`src/rtl/mem_ctrl_pkg.sv`:
```
// Shared definitions for the word-to-byte memory arbiter: FSM encoding and beat geometry.
// A 32-bit word is moved as four byte beats, most significant byte first.
package mem_ctrl_pkg;

    localparam int BEATS  = 4;
    localparam int BEAT_W = $clog2(BEATS);
    localparam logic [BEAT_W-1:0] LAST_BEAT = BEAT_W'(BEATS - 1);

    typedef enum logic [1:0] {
        IDLE  = 2'd0,
        XFER  = 2'd1,
        DRAIN = 2'd2,
        ACK   = 2'd3
    } state_t;

endpackage

```
`src/rtl/rr_arbiter_2.sv`:
```
// Two-way round-robin grant with a last-grant pointer; grant is combinational from req.
// Latency: 0 cycles to grant, pointer moves on the edge where the grant is accepted.
// Backpressure: a loser keeps req high and wins the next tie.
module rr_arbiter_2 (
    input  logic clk,
    input  logic rst_n,
    input  logic req0,
    input  logic req1,
    input  logic accept,
    output logic gnt_vld,
    output logic gnt_idx
);

    logic last_q;
    logic last_d;

    // On a tie the master that did not win last time goes first.
    assign gnt_vld = req0 | req1;
    assign gnt_idx = (req0 && req1) ? ~last_q : req1;

    always_comb begin
        last_d = last_q;
        if (accept && gnt_vld) begin
            last_d = gnt_idx;
        end
    end

    always_ff @(posedge clk or negedge rst_n) begin
        if (!rst_n) begin
            last_q <= 1'b1;
        end else begin
            last_q <= last_d;
        end
    end

endmodule

```
`src/rtl/data_mem_arbiter.sv`:
```
// Arbitrates two 32-bit word masters onto a byte-wide memory, four big-endian beats per word.
// Latency: ack 6 cycles after req is sampled in IDLE (1 cycle for a misaligned address).
// Backpressure: the losing master holds req; requests are only sampled in IDLE.
module data_mem_arbiter
    import mem_ctrl_pkg::*;
#(
    parameter int MEM_ADDR_W = 10
) (
    input  logic                  clk,
    input  logic                  rst_n,
    input  logic                  m0_req,
    input  logic                  m0_we,
    input  logic [31:0]           m0_addr,
    input  logic [31:0]           m0_wdata,
    output logic [31:0]           m0_rdata,
    output logic                  m0_ack,
    output logic                  m0_err,
    input  logic                  m1_req,
    input  logic                  m1_we,
    input  logic [31:0]           m1_addr,
    input  logic [31:0]           m1_wdata,
    output logic [31:0]           m1_rdata,
    output logic                  m1_ack,
    output logic                  m1_err,
    output logic                  mem_en,
    output logic                  mem_we,
    output logic [MEM_ADDR_W-1:0] mem_addr,
    output logic [7:0]            mem_wdata,
    input  logic [7:0]            mem_rdata
);

    state_t                  state_q, state_d;
    logic [BEAT_W-1:0]       beat_q, beat_d;
    logic                    gnt_q, gnt_d;
    logic                    we_q, we_d;
    logic [MEM_ADDR_W-1:2]   addr_q, addr_d;
    logic [31:0]             wdata_q, wdata_d;
    logic [31:0]             rdata_q, rdata_d;
    logic                    err_q, err_d;

    logic                    accept;
    logic                    gnt_vld;
    logic                    gnt_idx;
    logic                    sel_we;
    logic [31:0]             sel_addr;
    logic [31:0]             sel_wdata;
    logic [BEAT_W-1:0]       cap_idx;
    logic                    ack_any;

    rr_arbiter_2 u_rr (
        .clk     (clk),
        .rst_n   (rst_n),
        .req0    (m0_req),
        .req1    (m1_req),
        .accept  (accept),
        .gnt_vld (gnt_vld),
        .gnt_idx (gnt_idx)
    );

    assign sel_we    = gnt_idx ? m1_we    : m0_we;
    assign sel_addr  = gnt_idx ? m1_addr  : m0_addr;
    assign sel_wdata = gnt_idx ? m1_wdata : m0_wdata;

    // Address bits above the memory window are deliberately dropped.
    logic unused_addr_hi;
    assign unused_addr_hi = ^sel_addr[31:MEM_ADDR_W];

    // The byte on mem_rdata belongs to the previous beat; in DRAIN beat_q has wrapped to 0.
    assign cap_idx = beat_q - BEAT_W'(1);

    always_comb begin
        state_d = state_q;
        beat_d  = beat_q;
        gnt_d   = gnt_q;
        we_d    = we_q;
        addr_d  = addr_q;
        wdata_d = wdata_q;
        rdata_d = rdata_q;
        err_d   = err_q;
        accept  = 1'b0;
        case (state_q)
            IDLE: begin
                if (gnt_vld) begin
                    accept  = 1'b1;
                    gnt_d   = gnt_idx;
                    we_d    = sel_we;
                    addr_d  = sel_addr[MEM_ADDR_W-1:2];
                    wdata_d = sel_wdata;
                    rdata_d = 32'd0;
                    beat_d  = '0;
                    err_d   = (sel_addr[1:0] != 2'b00);
                    state_d = (sel_addr[1:0] != 2'b00) ? ACK : XFER;
                end
            end
            XFER: begin
                beat_d = beat_q + BEAT_W'(1);
                if (!we_q && beat_q != '0) begin
                    rdata_d = rdata_q | ({24'd0, mem_rdata} << {~cap_idx, 3'b000});
                end
                if (beat_q == LAST_BEAT) begin
                    state_d = DRAIN;
                end
            end
            DRAIN: begin
                if (!we_q) begin
                    rdata_d = rdata_q | ({24'd0, mem_rdata} << {~cap_idx, 3'b000});
                end
                state_d = ACK;
            end
            ACK: begin
                state_d = IDLE;
            end
            default: begin
                state_d = IDLE;
            end
        endcase
    end

    always_ff @(posedge clk or negedge rst_n) begin
        if (!rst_n) begin
            state_q <= IDLE;
            beat_q  <= '0;
            gnt_q   <= 1'b0;
            we_q    <= 1'b0;
            addr_q  <= '0;
            wdata_q <= 32'd0;
            rdata_q <= 32'd0;
            err_q   <= 1'b0;
        end else begin
            state_q <= state_d;
            beat_q  <= beat_d;
            gnt_q   <= gnt_d;
            we_q    <= we_d;
            addr_q  <= addr_d;
            wdata_q <= wdata_d;
            rdata_q <= rdata_d;
            err_q   <= err_d;
        end
    end

    assign mem_en    = (state_q == XFER);
    assign mem_we    = mem_en && we_q;
    assign mem_addr  = {addr_q, beat_q};
    assign mem_wdata = wdata_q[{~beat_q, 3'b000} +: 8];

    assign ack_any  = (state_q == ACK);
    assign m0_ack   = ack_any && !gnt_q;
    assign m1_ack   = ack_any &&  gnt_q;
    assign m0_err   = m0_ack && err_q;
    assign m1_err   = m1_ack && err_q;
    assign m0_rdata = m0_ack ? rdata_q : 32'd0;
    assign m1_rdata = m1_ack ? rdata_q : 32'd0;

endmodule

```
`config.mk`:
```
export PLATFORM = sky130hd
export DESIGN_NAME = data_mem_arbiter
export DESIGN_NICKNAME = d
export VERILOG_FILES = /design/src/rtl/mem_ctrl_pkg.sv /design/src/rtl/rr_arbiter_2.sv /design/src/rtl/data_mem_arbiter.sv
export SDC_FILE = /design/constraint.sdc
export NUM_CORES = 1
export LEC_CHECK = 0
export CAP_MARGIN = 20
export CORE_MARGIN = 3
export CORE_UTILIZATION = 36
export CTS_BUF_LIST = sky130_fd_sc_hd__clkbuf_16
export DETAILED_ROUTE_END_ITERATION = 10
export PLACE_DENSITY = 0.8
export SYNTH_ARGS = -nofsm -noshare
export SYNTH_HDL_FRONTEND = slang
export SYNTH_SLANG_ARGS = --single-unit
```
`constraint.sdc`:
```
create_clock -name clk -period 1.93 [get_ports clk]
set_clock_uncertainty 0.15 [all_clocks]
set_input_delay 0.193 -clock clk [delete_from_list [all_inputs] [get_ports clk]]
set_output_delay 0.193 -clock clk [all_outputs]
set_load 0.02 [all_outputs]
```
==> flow_summary.yaml <==
outcome:
  status: "complete, but fails checks"
  failed_checks: "negative setup slack"
timing:
  slew_headroom_pct: 59.9
  hold_viol_final: 0
  tns_ns: -3.47
  setup_viol: 72
  slew_violations: 0
  rsz0062_at_grt: "true"
  fmax_mhz: 498
  finalCriticalPeriod_ns: 2.01
  postLayoutSetupSlackWorst_ns: -0.0771
  whs_ns: 0.119
  fin_crit_sh_pct: 104
  worst-slew-pin-transition_ns: 0.600
setup_path:
  rr_worst_depth: 9
  reg2reg_from: "state_q[1]"
  cp.required_ns: 1.59
  critPathKind: "reg2out"
  r2r_slack_ns: -0.08
  cp_max_fo: 34
  rr_endpoint: "rdata_q[18]"
  worstSetupStartpointType: "flip-flop"
  arrival_ns: 1.66
  cp-end-kind: "output pin"
floorplanning:
  rows: 39
  die_h_um: 115
  io_pins: 230
  dieArea_mm2: 0.0132
  fp.coreArea_mm2: 0.0115
  die_x_um: 115
  initial_core_util_pct: 37.1
clocking:
  numCtsBuffers: 9
  cts.sinks: 80
  htreeDepth: 3
  clk_pin_slew_worst_paths_ns: 0.06
  cts_tree: "built"
  clk_latency_ns: 0.33
  clockBufferDepth: 2
  root_buffer: "clkbuf_16"
drt:
  ant_nets: 0
  post_drt_wl_per_cell_um: 16.9
  drc: 0
  firstDrtPassIters: 4
  num_vias: 3993
  drt_iter0_drc: 203
  routed_wl_um: 13500
  via_per_inst: 5.00
grt:
  antenna_found_initial: 0
  grtUsageTotal_pct: 19.9
  grt_remaining_overflow: 0
  grt_max_degree: 43
  first_global_vias: 4244
  grt_pass1_wl_um: 20700
pwr:
  leakage_uw: 0.00338
  p_per_area_mw_per_mm2: 1540
  irDropWorstVdd_mv: 0.766
  power.total_uw: 10900
final_layout:
  diodes: 0
  final_util_pct: 61.7
  fin_nets: 801
  area_delta_synth_final_pct: 66.4
  fillers: 963
  drive_gt1_share_pct: 32.0
place:
  place_ws_ns: -0.171
  dp_hpwl_um: 9990
  place.gp.congestion: 0.779
  portBuffers: 185
worst_hold_path:
  min_path_type: "in2async"
yosys:
  ys_warn_count: 0
  syn_avg_cell_area_um2: 10.0
  yosysSeqAreaShare_pct: 46.9
  ys_types: 29
  syn_nets: 576
  synth_area_mm2: 0.00427
  synth_cells: 426
  ys_ff_latch: 80
job:
  drv_cap: 0
-- registers in the layout (all words and copies together), names as in the netlist --
signal / flops
wdata_q: 32
rdata_q: 32
gnt_q: 1
u_rr.last_q: 1
we_q: 1
state_q: 2
beat_q: 2
addr_q: 8
err_q: 1
-- metrics by stage --
stage          cell area (um2)  std cells
6_report                  7100        799
5_1_grt                   7100        799
4_1_cts                   7000        792
3_5_place_dp              6580        764
3_3_place_gp              6580        764
2_1_floorplan             4300        426
-- metal layers --
layer	share of wire [%]	up-vias	wire length [um]	track usage, %
met5	0	-	0	0
li1	-	1924	-	-
met2	53	165	7100	37.1
met4	2.1	0	278	7.43
met1	37	1886	5050	22.0
met3	7.8	18	1040	4.42
-- cell usage after synthesis, drive strengths merged --
master	count	area [um2]
a31oi	1	6.26
a21oi	35	179
dfrtp	79	1980
a21o	1	7.51
and2	35	219
mux4	8	180
nand2	44	165
ha	8	100
o21ai	50	250
and3	33	206
or2	1	6.26
buf	12	86.3
o31ai	1	7.51
a2111oi	4	110
nor3b	1	18.8
mux2i	42	420
nand2b	1	6.26
a21boi	1	7.51
a22o	1	8.76
or3	1	6.26
dfstp	1	26.3
nor2b	10	62.6
nor2	34	128
clkbuf	16	60.1
inv	6	22.5
-- worst max path at each step --
stage / slack [ns] / end / depth (start not counted) / startpoint
after global placement: -0.09 / wdata_q[5] / 5 / m1_req
after floorplan: -0.04 / rdata_q[24] / 7 / beat_q[1]
final: -0.08 / m0_rdata[12] / 6 / state_q[0]
after global routing: -0.16 / rdata_q[18] / 9 / state_q[1]
after CTS: -0.09 / rdata_q[25] / 9 / state_q[1]
after detailed placement: -0.17 / rdata_q[25] / 9 / state_q[1]
-- report_power, final --
part	switching, uW	internal (uW)
logic	3240	3080
registers	550	2470
clock network	616	977
total	4400	6530
-- logic make-up after synthesis --
| group | synth area share [%] |
|---|---|
| compound gates | 13.5 |
| fa+ha+maj | 2.35 |
| buf+inv | 3.96 |
| flops | 46.9 |
| mux | 14.1 |
| simple gates | 19.2 |
-- what timing repair did --
item | CTS | global route
gates cloned | 1 | 2
setup endpoints to repair | 112 | 95
gates resized for setup | 320 | 118
pin swaps | 18 | 27
setup buffers | 10 | 6
hold endpoints to repair | 80 | 0
hold buffers | 1 | 0
-- worst max-delay path: stages, from the launching register on --
cell     delay [ns]
dfrtp_1        0.39
buf_4          0.14
ha_2           0.20
nor2b_4        0.14
buf_12         0.15
and2_1         0.17
buf_4          0.15
-- placed cells by master (no fill, tap or decap), drive strengths merged --
cell type	count
buf	132
clkdlybuf4s50	105
dfrtp	79
o21ai	50
nand2	44
mux2i	42
and2	35
a21oi	35
nor2	34
and3	33
clkbuf	11
nor2b	10
mux4	8
inv	8
ha	8
a2111oi	4
clkinv	4
or2	1
a21o	1
nor3b	1
or3	1
nand2b	1
a21boi	1
o31ai	1
a22o	1
a31oi	1
bufinv	1
dlygate4sd3	1
dlygate4sd2	1
clkdlybuf4s15	1
dfstp	1
-- final cells by class --
type                    instances  area (um2)  share of cell area, %
clock buffers                   9         225                   3.17
clock inverters                 7        55.1                  0.775
inverters                       6        42.5                  0.599
multi-input cells             312        2320                   32.7
flip-flops and latches         80        2010                   28.2
well taps                     143         179                   2.52
repair buffers                242        2270                   32.0
Note: power is estimated with default switching activity, not from simulation.
